===== src/rtl/cpu_ctrl_pkg.sv =====
// Shared definitions for the multi-cycle CPU stage controller.
//   state_t  : controller state encoding, also exported on cur_state
//   STATE_W  : state width
//   WDOG_W   : stage watchdog counter width
//   is_stage : true for the five pipeline stage states (IF..WB)
package cpu_ctrl_pkg;

  localparam int STATE_W = 3;
  localparam int WDOG_W  = 8;

  typedef enum logic [STATE_W-1:0] {
    S_IDLE = 3'd0,
    S_IF   = 3'd1,
    S_ID   = 3'd2,
    S_EXE  = 3'd3,
    S_MEM  = 3'd4,
    S_WB   = 3'd5,
    S_HALT = 3'd6,
    S_TRAP = 3'd7
  } state_t;

  function automatic logic is_stage(input state_t s);
    return (s >= S_IF) && (s <= S_WB);
  endfunction

endpackage


===== src/rtl/stage_watchdog.sv =====
// Per-stage watchdog counter.
// Ports:
//   clk    : system clock
//   rst    : synchronous active-high reset
//   clr    : clear the count (asserted on every controller state change)
//   inc    : count this cycle (stage valid held without its over)
//   expire : count has reached TIMEOUT-1
// Parameter TIMEOUT: legal range 2..255.
module stage_watchdog
  import cpu_ctrl_pkg::*;
#(
  parameter int TIMEOUT = 16
) (
  input  logic clk,
  input  logic rst,
  input  logic clr,
  input  logic inc,
  output logic expire
);

  logic [WDOG_W-1:0] cnt;

  always_ff @(posedge clk) begin
    if (rst) begin
      cnt <= '0;
    end else if (clr) begin
      cnt <= '0;
    end else if (inc) begin
      cnt <= cnt + WDOG_W'(1);
    end
  end

  assign expire = (cnt == WDOG_W'(TIMEOUT - 1));

endmodule


===== src/rtl/multicycle_stage_ctrl.sv =====
// Central sequencer for the multi-cycle CPU. Exactly one stage valid is
// high at a time; the sequencer advances on the current stage's over,
// retires jump/branch-without-link instructions straight from ID, halts at
// instruction boundaries and traps a stage that never completes.
//
// Optional build macro STAGE_PERF_CNT_EN adds retired-instruction and
// active-cycle counters; without it inst_cnt/cycle_cnt read 0.
//
// Ports:
//   clk, rst                         : clock, synchronous active-high reset
//   halt_req                         : stop fetching at next boundary
//   IF/ID/EXE/MEM/WB_over            : per-stage completion handshakes
//   jbr_not_link                     : ID-stage jump/branch with no link
//   IF/ID/EXE/MEM/WB_valid           : registered one-hot stage enables
//   inst_retire                      : one-cycle retire pulse
//   halted, wdog_err                 : HALT state, sticky watchdog trap
//   cur_state                        : encoded state
//   inst_cnt, cycle_cnt              : performance counters
//
// state | meaning
// ------+--------------------------------------------------
// IDLE  | out of reset, decides between fetch and halt
// IF    | fetch stage valid
// ID    | decode stage valid
// EXE   | execute stage valid
// MEM   | memory stage valid
// WB    | writeback stage valid
// HALT  | stopped at a boundary until halt_req drops
// TRAP  | watchdog expired; only reset leaves
module multicycle_stage_ctrl
  import cpu_ctrl_pkg::*;
#(
  parameter int TIMEOUT = 16,
  parameter int CNT_W   = 32
) (
  input  logic               clk,
  input  logic               rst,
  input  logic               halt_req,
  input  logic               IF_over,
  input  logic               ID_over,
  input  logic               EXE_over,
  input  logic               MEM_over,
  input  logic               WB_over,
  input  logic               jbr_not_link,
  output logic               IF_valid,
  output logic               ID_valid,
  output logic               EXE_valid,
  output logic               MEM_valid,
  output logic               WB_valid,
  output logic               inst_retire,
  output logic               halted,
  output logic               wdog_err,
  output logic [STATE_W-1:0] cur_state,
  output logic [CNT_W-1:0]   inst_cnt,
  output logic [CNT_W-1:0]   cycle_cnt
);

  state_t state, next_state;
  state_t boundary;
  logic   stage_over;
  logic   retire_d;
  logic   wd_expire;

  stage_watchdog #(.TIMEOUT(TIMEOUT)) u_wdog (
    .clk    (clk),
    .rst    (rst),
    .clr    (next_state != state),
    .inc    (is_stage(state) && !stage_over),
    .expire (wd_expire)
  );

  // Only the over belonging to the current stage is ever looked at.
  always_comb begin
    stage_over = 1'b0;
    case (state)
      S_IF:    stage_over = IF_over;
      S_ID:    stage_over = ID_over;
      S_EXE:   stage_over = EXE_over;
      S_MEM:   stage_over = MEM_over;
      S_WB:    stage_over = WB_over;
      default: stage_over = 1'b0;
    endcase
  end

  assign boundary = halt_req ? S_HALT : S_IF;

  // An over in the terminal-count cycle takes priority over the trap.
  always_comb begin
    next_state = state;
    retire_d   = 1'b0;
    case (state)
      S_IDLE: next_state = boundary;
      S_HALT: next_state = boundary;
      S_IF:   if (stage_over) next_state = S_ID;
              else if (wd_expire) next_state = S_TRAP;
      S_ID: begin
        if (stage_over) begin
          if (jbr_not_link) begin
            retire_d   = 1'b1;
            next_state = boundary;
          end else begin
            next_state = S_EXE;
          end
        end else if (wd_expire) begin
          next_state = S_TRAP;
        end
      end
      S_EXE:  if (stage_over) next_state = S_MEM;
              else if (wd_expire) next_state = S_TRAP;
      S_MEM:  if (stage_over) next_state = S_WB;
              else if (wd_expire) next_state = S_TRAP;
      S_WB: begin
        if (stage_over) begin
          retire_d   = 1'b1;
          next_state = boundary;
        end else if (wd_expire) begin
          next_state = S_TRAP;
        end
      end
      S_TRAP: next_state = S_TRAP;
    endcase
  end

  // Outputs are decoded from next_state so they flop alongside the state.
  always_ff @(posedge clk) begin
    if (rst) begin
      state       <= S_IDLE;
      IF_valid    <= 1'b0;
      ID_valid    <= 1'b0;
      EXE_valid   <= 1'b0;
      MEM_valid   <= 1'b0;
      WB_valid    <= 1'b0;
      inst_retire <= 1'b0;
      halted      <= 1'b0;
      wdog_err    <= 1'b0;
    end else begin
      state       <= next_state;
      IF_valid    <= (next_state == S_IF);
      ID_valid    <= (next_state == S_ID);
      EXE_valid   <= (next_state == S_EXE);
      MEM_valid   <= (next_state == S_MEM);
      WB_valid    <= (next_state == S_WB);
      inst_retire <= retire_d;
      halted      <= (next_state == S_HALT);
      wdog_err    <= (next_state == S_TRAP);
    end
  end

  assign cur_state = state;

`ifdef STAGE_PERF_CNT_EN
  logic [CNT_W-1:0] inst_q;
  logic [CNT_W-1:0] cycle_q;

  always_ff @(posedge clk) begin
    if (rst) begin
      inst_q  <= '0;
      cycle_q <= '0;
    end else begin
      if (inst_retire) inst_q <= inst_q + CNT_W'(1);
      if (is_stage(state)) cycle_q <= cycle_q + CNT_W'(1);
    end
  end

  assign inst_cnt  = inst_q;
  assign cycle_cnt = cycle_q;
`else
  assign inst_cnt  = '0;
  assign cycle_cnt = '0;
`endif

endmodule


===== config.mk =====
export PLATFORM = sky130hd
export DESIGN_NAME = multicycle_stage_ctrl
export DESIGN_NICKNAME = d
export VERILOG_FILES = /design/src/rtl/cpu_ctrl_pkg.sv /design/src/rtl/stage_watchdog.sv /design/src/rtl/multicycle_stage_ctrl.sv
export SDC_FILE = /design/constraint.sdc
export NUM_CORES = 1
export LEC_CHECK = 0
export CAP_MARGIN = 20
export CORE_MARGIN = 2
export CORE_UTILIZATION = 35
export CTS_CLUSTER_DIAMETER = 150
export DETAILED_ROUTE_END_ITERATION = 6
export MAX_ROUTING_LAYER = met4
export PLACE_DENSITY = 0.8
export SYNTH_ARGS = -nofsm -noshare
export SYNTH_HDL_FRONTEND = slang
export SYNTH_SLANG_ARGS = --single-unit

===== constraint.sdc =====
create_clock -name clk -period 2.3 [get_ports clk]
set_clock_uncertainty 0.2 [all_clocks]
set_input_delay 0.46 -clock clk [delete_from_list [all_inputs] [get_ports clk]]
set_output_delay 0.46 -clock clk [all_outputs]
set_load 0.005 [all_outputs]

Word-level counts from Yosys, hierarchy flattened
Index checks and enable logic that the tools add are counted.
{"block": "totals", "regBits": 19, "input_bits": 9, "output_inout_bits": 75, "word_cells": 49}
{"block": "classes", "add_sub_neg": 1, "order_cmp": 2, "eq_ne": 16, "muxes": 14, "reduce_logical": 6}
{"operator": "$eq A3 B3 Y1 const B", "count": 8}
{"operator": "$mux W3", "count": 8}
{"operator": "$pmux W3 S7", "count": 1}
{"operator": "$eq A3 B2 Y1 const B", "count": 4}
{"operator": "$add A8 B1 Y8 const B", "count": 1}
{"operator": "$eq A8 B4 Y1 const B", "count": 1}
{"operator": "$eq A3 B1 Y1 const B", "count": 2}
{"operator": "$pmux W1 S5", "count": 1}
{"operator": "$reduce_or A2 Y1", "count": 2}
{"operator": "$ge A3 B1 Y1 const B", "count": 1}
{"operator": "$le A3 B3 Y1 const B", "count": 1}
{"operator": "$logic_not A3 Y1", "count": 1}
{"operator": "$mux W1", "count": 3}
{"operator": "$ne A3 B3 Y1", "count": 1}
{"operator": "$logic_and A1 B1 Y1", "count": 2}
{"operator": "$pmux W1 S2", "count": 1}
{"operator": "$logic_not A1 Y1", "count": 1}

Longest topological paths before layout
Gate-level depths: netlist of run 1.
{"block": "depth", "ltp_word": 6, "depth_mapped": 8, "ltp_nobuf": 8}

By module
A second synthesis of run 1 with hierarchy kept.
{"block": "unflattened", "hier_cells": 208, "area_unflattened_um2": 1757.9}
{"mod": "multicycle_stage_ctrl", "instances": 1, "cells_per_inst": 168, "area_each_um2": 1400.1, "seq_area_each_um2": 220.2}
{"mod": "stage_watchdog", "instances": 1, "cells_per_inst": 40, "area_each_um2": 357.8, "seq_area_each_um2": 160.2}

Worst setup path after synthesis of run 1
No wires, ideal clock.
{"block": "synth_path", "path_type": "input -> register", "from": "input halt_req", "to": "register u_wdog.cnt[0]", "setup_time_ps": 73, "t_arrival_ps": 1810, "required_ps": 2027, "setup_slack_ps": 217, "stages": 8, "path_buffers": 2, "cell_sequence": "clkbuf_1 nor3b_2 a21oi_1 o221ai_1 a21oi_1 or3_1 buf_4 nor3_2"}
{"block": "synth_between", "elab_chain_cells": 6, "word_cells_on_any_way": 7, "cone_classes": "eq/ne (1); mux (5); reduce/logical (1)"}
{"element": "from (decl)", "line": "multicycle_stage_ctrl.sv:38", "rtl": "input logic halt_req,"}
{"element": "$mux W3 *", "line": "multicycle_stage_ctrl.sv:85", "rtl": "assign boundary = halt_req ? S_HALT : S_IF;"}
{"element": "$mux W3", "line": "multicycle_stage_ctrl.sv:98", "rtl": "if (jbr_not_link) begin"}
{"element": "$mux W3", "line": "multicycle_stage_ctrl.sv:97", "rtl": "if (stage_over) begin"}
{"element": "$pmux W3 S7 *", "line": "multicycle_stage_ctrl.sv:91", "rtl": "case (state)"}
{"element": "$ne A3 B3 Y1 *", "line": "multicycle_stage_ctrl.sv:67", "rtl": ".clr (next_state != state),"}
{"element": "$reduce_or A2 Y1 (no source line) *"}
{"element": "to (signal assigned)", "line": "stage_watchdog.sv:29", "rtl": "cnt <= cnt + WDOG_W'(1);"}
{"element": "to (decl)", "line": "stage_watchdog.sv:21", "rtl": "logic [WDOG_W-1:0] cnt;"}
Every way passes the cells marked *; elsewhere a longest branch is shown, timed or not.
A chain may end at the register's enable or synchronous reset.

Final worst setup path of run 1
{"block": "layout_path", "from": "input EXE_over", "to": "register u_wdog.cnt[6]"}
{"block": "layout_between", "elab_chain_cells": 5, "word_cells_on_any_way": 11, "cone_classes": "eq/ne (1); mux (7); reduce/logical (3)"}
{"element": "from (decl)", "line": "multicycle_stage_ctrl.sv:41", "rtl": "input logic EXE_over,"}
{"element": "$pmux W1 S5 *", "line": "multicycle_stage_ctrl.sv:75", "rtl": "case (state)"}
{"element": "$mux W3 (on tied branches)"}
{"element": "$pmux W3 S7", "line": "multicycle_stage_ctrl.sv:91"}
{"element": "$ne A3 B3 Y1", "line": "multicycle_stage_ctrl.sv:67"}
{"element": "$reduce_or A2 Y1 (no source line)"}
Marked as above.

==> results.toml, run 1 <==
[detailed_routing]
viasPerCell = 4.40
first_pass_iters = 4
finalWirelength_microns = 3150
vias = 1320
drc = 0
wire_per_inst_microns = 10.5
drt-initial-drc-count = 112
ant_nets = 0

[yosys]
synth_xor_area_frac = 0.0417
synthTopCellsByArea = "buf_4 (29%), dfxtp_1 (23%), nor3_2 (5.4%)"
yosysMostFrequentCell = "buf_4"
synth_area_leader_cell = "buf_4"
synth_top_family_by_area = "buffers and inverters"
ys_ff_latch = 19
yosys_warnings = 0
synth_compound_area_frac = 0.152
synth_cell_types = 45
synthArstFlopShare = 0
synth_ff_type = "dfxtp_1"
muxShareOfSynthArea = 0.0223
synth_commonest_cells = "buf_4 (65), dfxtp_1 (19), nor2_1 (12)"
synth-seq-area-share = 0.226
synth_edf_count = 0
syn_area_sq_um = 1680
syn_area_per_cell_sq_um = 8.41
synth_top_area_frac = 0.290
yosys.area_share.adder = 0.00744
synth-simple-area-share = 0.236
netlist_instances = 200

[critical_path]
required_ns = 2.28
start_kind = "input port"
cp_slowest_stage_delay_ns = 0.45
crit_path_top_delay_cell = "clkdlybuf4s50_1"
crit_type = "input port to flip-flop"
crit_chain = "clkdlybuf4s50_1 > mux2i_4 > o22ai_4 > o22ai_2 > a21oi_1 > or3_1 > buf_6 > nor3_2"
cp_data_arrival_time_ns = 2.23
crit_fanout = 8
end_kind = "flip-flop"

[finish]
final_area_sq_um = 2030
drive_above_1_share = 0.260
layout.nets = 257
multi_input_area_sq_um = 1060
antenna_cells = 0
fillers = 456
area_delta_synth_final_pct = 20.5
utilization = 0.432
seq_area_sq_um = 387

[worst_hold_path]
hold_class = "flip-flop to flip-flop"

[pwr]
power_density_nw_per_um2 = 1180
p_leak_nw = 0.914
ir_worst_vdd_v = 0.000403

[cts]
numCtsBuffers = 3
clock_path_buffers = 2
clock_sinks = 19
root_buffer = "clkbuf_8"
h-tree-depth = 1
tritoncts = "built"
cts_hold_buf = 0
path_clk_slew_ns = 0.07
insertion_delay_ns = 0.25

[outcome]
status = "finished, final reports clean"

[floorplan]
rows = 25
chipWidth_microns = 73.3
core-area_sq_um = 4690
io-pin-count = 84
initial_core_util = 0.358
dieHeight_microns = 73.3
die_area_sq_um = 5380

[timing]
final_max_slew_viol_count = 0
final-setup-viol-count = 0
whs_ns = 0.358
fin_crit_sh = 0.976
max_freq_ghz = 0.446
fin_ws_ns = 0.0558
hold_viol = 0
finalCriticalPeriod_ns = 2.24

[placement]
dp_slack_ns = -0.330
gp_congestion = 0.987
dp_hpwl_microns = 2470
detailed_place.area_sq_um = 1870
io_buffers = 19

[global_route]
grt_pass1_wl_microns = 4830
grt_pass1_vias = 1106
grt_max_degree = 13
grt_util_all_layers = 0.118
antenna_found_initial = 0
overflow = 0

[job]
cap_viol_max_count = 0
-- timing repair --
item | CTS | global route
gates resized for setup | 1 | 17
endpoints found under the setup margin | 8 | 11
pin swaps | 2 | 3
setup buffers | 1 | 2
-- path summary, 6_finish.rpt --
| path | startpoint | to | slack (ns) | cells past startpoint |
|---|---|---|---|---|
| max | EXE_over | u_wdog.cnt[6] | 0.06 | 8 |
| min | u_wdog.cnt[7] | u_wdog.cnt[7] | 0.36 | 2 |
| max reg2reg | u_wdog.cnt[0] | u_wdog.cnt[6] | 0.09 | 8 |
| min reg2reg | u_wdog.cnt[7] | u_wdog.cnt[7] | 0.36 | 2 |
-- worst max-delay path, delay by kind of cell --
family | cells | cell delay (ns)
multiplexers | 1 | 0.20
AND/OR/NAND/NOR | 2 | 0.54
AO/OA/AOI/OAI | 3 | 0.40
buffers and inverters | 2 | 0.61
-- flip-flops by register name (all words and copies together) (netlist names) --
signal,count
EXE_valid,1
ID_valid,1
IF_valid,1
MEM_valid,1
WB_valid,1
cur_state,3
halted,1
inst_retire,1
u_wdog.cnt,8
wdog_err,1
-- metal layers --
| layer | GRT usage | wire length (microns) |
|---|---|---|
| met1 | 0.131 | 1320 |
| met2 | 0.206 | 1580 |
| met3 | 0.0329 | 234 |
| met4 | 0.0323 | 9 |
| met5 | - | 0 |
-- layout make-up --
type,instances,area share
Multi-Input combinational cell,170,0.524
Timing Repair Buffer,49,0.220
Sequential cell,19,0.191
Tap cell,54,0.0333
Clock buffer,3,0.0204
Inverter,4,0.00926
Clock inverter,1,0.00247
-- where the power goes --
group          internal [W]  leakage, nW  switching, W
Sequential         0.000413        0.156     0.0000836
Combinational      0.000835        0.733      0.000828
Clock              0.000120       0.0255      0.000106
-- cell families after synthesis --
group,Yosys count
xor gates and xnor gates,8
other,1
adders and majority gates,1
and+or+nand+nor,63
AOI/OAI and AO/OA,31
muxes,3
DFF,19
buffers and inverters,74
-- cell usage in the layout, fill, tap and decap left out, types with 2 or more instances in the layout --
master	instances
a21oi_1	5
a31oi_1	3
and2_1	2
and3_1	4
buf_4	27
buf_6	2
clkbuf_8	3
clkdlybuf4s50_1	15
conb_1	64
dfxtp_1	16
dfxtp_2	2
dlymetal6s2s_1	4
inv_1	2
mux2i_4	2
nand2_1	10
nand2b_1	4
nand4_1	2
nor2_1	12
nor2b_1	5
nor3_1	3
nor3_2	9
o21a_1	2
o21ai_0	6
o221ai_1	3
o22a_1	2
o2bb2ai_2	2
xor2_1	7
-- stage by stage --
step	TNS [ns]	total power (W)	cells
after detailed placement	-3.48	0.00199	293
after CTS	0	0.00227	298
final	0	0.00239	300
after global routing	-0.0106	0.00255	300
after global placement	-2.61	0.00196	293
after floorplan	0	0.00148	263
(Power assumes the default switching activity.)
==> run 2: changes to the inputs <==
--- a/config.mk
+++ b/config.mk
@@ -5,6 +5,7 @@
 export SDC_FILE = /design/constraint.sdc
 export NUM_CORES = 1
 export LEC_CHECK = 0
+export ABC_AREA = 0
 export CAP_MARGIN = 20
 export CORE_MARGIN = 2
 export CORE_UTILIZATION = 35
==> results of run 2 <==
Final layout, timing and power as in run 1 (identical DEF).
==> run 3: changes to the inputs <==
--- a/config.mk
+++ b/config.mk
@@ -8,11 +8,11 @@
 export ABC_AREA = 0
 export CAP_MARGIN = 20
 export CORE_MARGIN = 2
-export CORE_UTILIZATION = 35
+export CORE_UTILIZATION = 25
 export CTS_CLUSTER_DIAMETER = 150
 export DETAILED_ROUTE_END_ITERATION = 6
 export MAX_ROUTING_LAYER = met4
-export PLACE_DENSITY = 0.8
+export PLACE_DENSITY = 0.63
 export SYNTH_ARGS = -nofsm -noshare
 export SYNTH_HDL_FRONTEND = slang
 export SYNTH_SLANG_ARGS = --single-unit
==> results.toml, run 3 (synthesis results as in run 1) <==
[outcome]
status = "finished, final reports clean"

[floorplan]
dieHeight_microns = 86.0
io-pin-count = 84
core-area_sq_um = 6420
initial_core_util = 0.262
die_area_sq_um = 7400
chipWidth_microns = 86.0
rows = 29

[timing]
max_freq_ghz = 0.448
tns_ns = 0
fin_crit_sh = 0.971
rsz0062_at_grt = "false"
whs_ns = 0.341
fin_ws_ns = 0.0661
hold_viol = 0
final-setup-viol-count = 0
finalCriticalPeriod_ns = 2.23
final_max_slew_viol_count = 0

[global_route]
grt_pass1_wl_microns = 5010
grt_pass1_vias = 1123
overflow = 0
antenna_found_initial = 0
grt_max_degree = 17
grt_util_all_layers = 0.0843

[finish]
seq_area_sq_um = 382
drive_above_1_share = 0.230
antenna_cells = 0
final_common_cell = "conb_1"
utilization = 0.312
top_register = "u_wdog.cnt"
fillers = 671
area_delta_synth_final_pct = 19.2
layout_common_cells = "conb_1 (64), buf_4 (21), dfxtp_1 (18)"
largest_reg_flops = 8
layout.nets = 250
multi_input_area_sq_um = 1070

[detailed_routing]
finalWirelength_microns = 3130
drc = 0
ant_nets = 0
wire_per_inst_microns = 9.91
drt-initial-drc-count = 27
vias = 1268
viasPerCell = 4.01
first_pass_iters = 4

[cts]
clock_sinks = 19
tritoncts = "built"
h-tree-depth = 1
root_buffer = "clkbuf_8"
insertion_delay_ns = 0.25
path_clk_slew_ns = 0.07
clock_path_buffers = 2
cts_hold_buf = 0
numCtsBuffers = 3

[critical_path]
crit_type = "input port to flip-flop"
endpoint = "u_wdog.cnt[0]"
required_ns = 2.28
timing.rr.start = "u_wdog.cnt[0]"
r2r_cells = 8
cp_data_arrival_time_ns = 2.21
r2r-end = "u_wdog.cnt[0]"
start_kind = "input port"
r2r_setup_slack_ns = 0.11
end_kind = "flip-flop"
cp-startpoint = "EXE_over"
crit_fanout = 8

[placement]
gp_congestion = 0.838
dp_hpwl_microns = 2500
io_buffers = 19
dp_slack_ns = -0.280

[worst_hold_path]
hold_class = "flip-flop to flip-flop"

[pwr]
power_density_nw_per_um2 = 1140
p_leak_nw = 0.890
totalPowerFinal_w = 0.00229
ir_worst_vdd_v = 0.000258

[job]
cap_viol_max_count = 0
run 3: cell types whose count changed in the layout (fill, tap and decap cells not counted), sizes merged:
cell / before / now
inv: 2 / 3
buf: 30 / 23
clkinvlp: 1 / 0
run 3: worst min-delay path by stage:
stage	to	slack, ns	from	depth (start not counted)
3_3_place_gp	u_wdog.cnt[7]	0.33	u_wdog.cnt[7]	2
4_1_cts	u_wdog.cnt[7]	0.35	u_wdog.cnt[7]	2
3_5_place_dp	u_wdog.cnt[7]	0.33	u_wdog.cnt[7]	2
2_1_floorplan	u_wdog.cnt[7]	0.31	u_wdog.cnt[7]	2
6_report	u_wdog.cnt[7]	0.34	u_wdog.cnt[7]	2
5_1_grt	u_wdog.cnt[6]	0.40	u_wdog.cnt[6]	2
run 3: power breakdown:
group	switching, W	internal, W
combinational	0.000816	0.000783
sequential	0.0000651	0.000405
clock	0.000104	0.000120
run 3: timing repair:
item | 4_1_cts | 5_1_grt
pin swaps | 0 | 0
buffers inserted | 1 | 0
gates resized for setup | 2 | 11
endpoints found under the setup margin | 8 | 12
run 3: routing by layer:
layer / up-vias / part of all wire / GRT usage
li1: 627 / - / -
met3: 4 / 0.071 / 0.0279
met4: 0 / 0.0099 / 0.0173
met2: 57 / 0.48 / 0.141
met5: - / 0 / -
met1: 580 / 0.44 / 0.0986
run 3: per-stage QoR:
step | instance area (sq um) | cells
after global routing | 2000 | 316
after floorplan | 1920 | 263
after detailed placement | 1880 | 311
after CTS | 1950 | 316
final | 2000 | 316
after global placement | 1880 | 311
run 3: final cells by class:
| class | instances | share of cell area |
|---|---|---|
| inverters | 4 | 0.00749 |
| repair buffers | 42 | 0.199 |
| well taps | 77 | 0.0481 |
| clock inverters | 1 | 0.00250 |
| multi-input cells | 170 | 0.532 |
| flip-flops and latches | 19 | 0.190 |
| clock buffers | 3 | 0.0206 |
run 3: critical path, stage by stage:
cell and delay [ns]:
clkdlybuf4s50_1 0.47, mux2i_4 0.21, o22ai_4 0.10, o22ai_2 0.19, a21oi_1 0.09, or3_1 0.37, buf_4 0.18, nor3_2 0.14
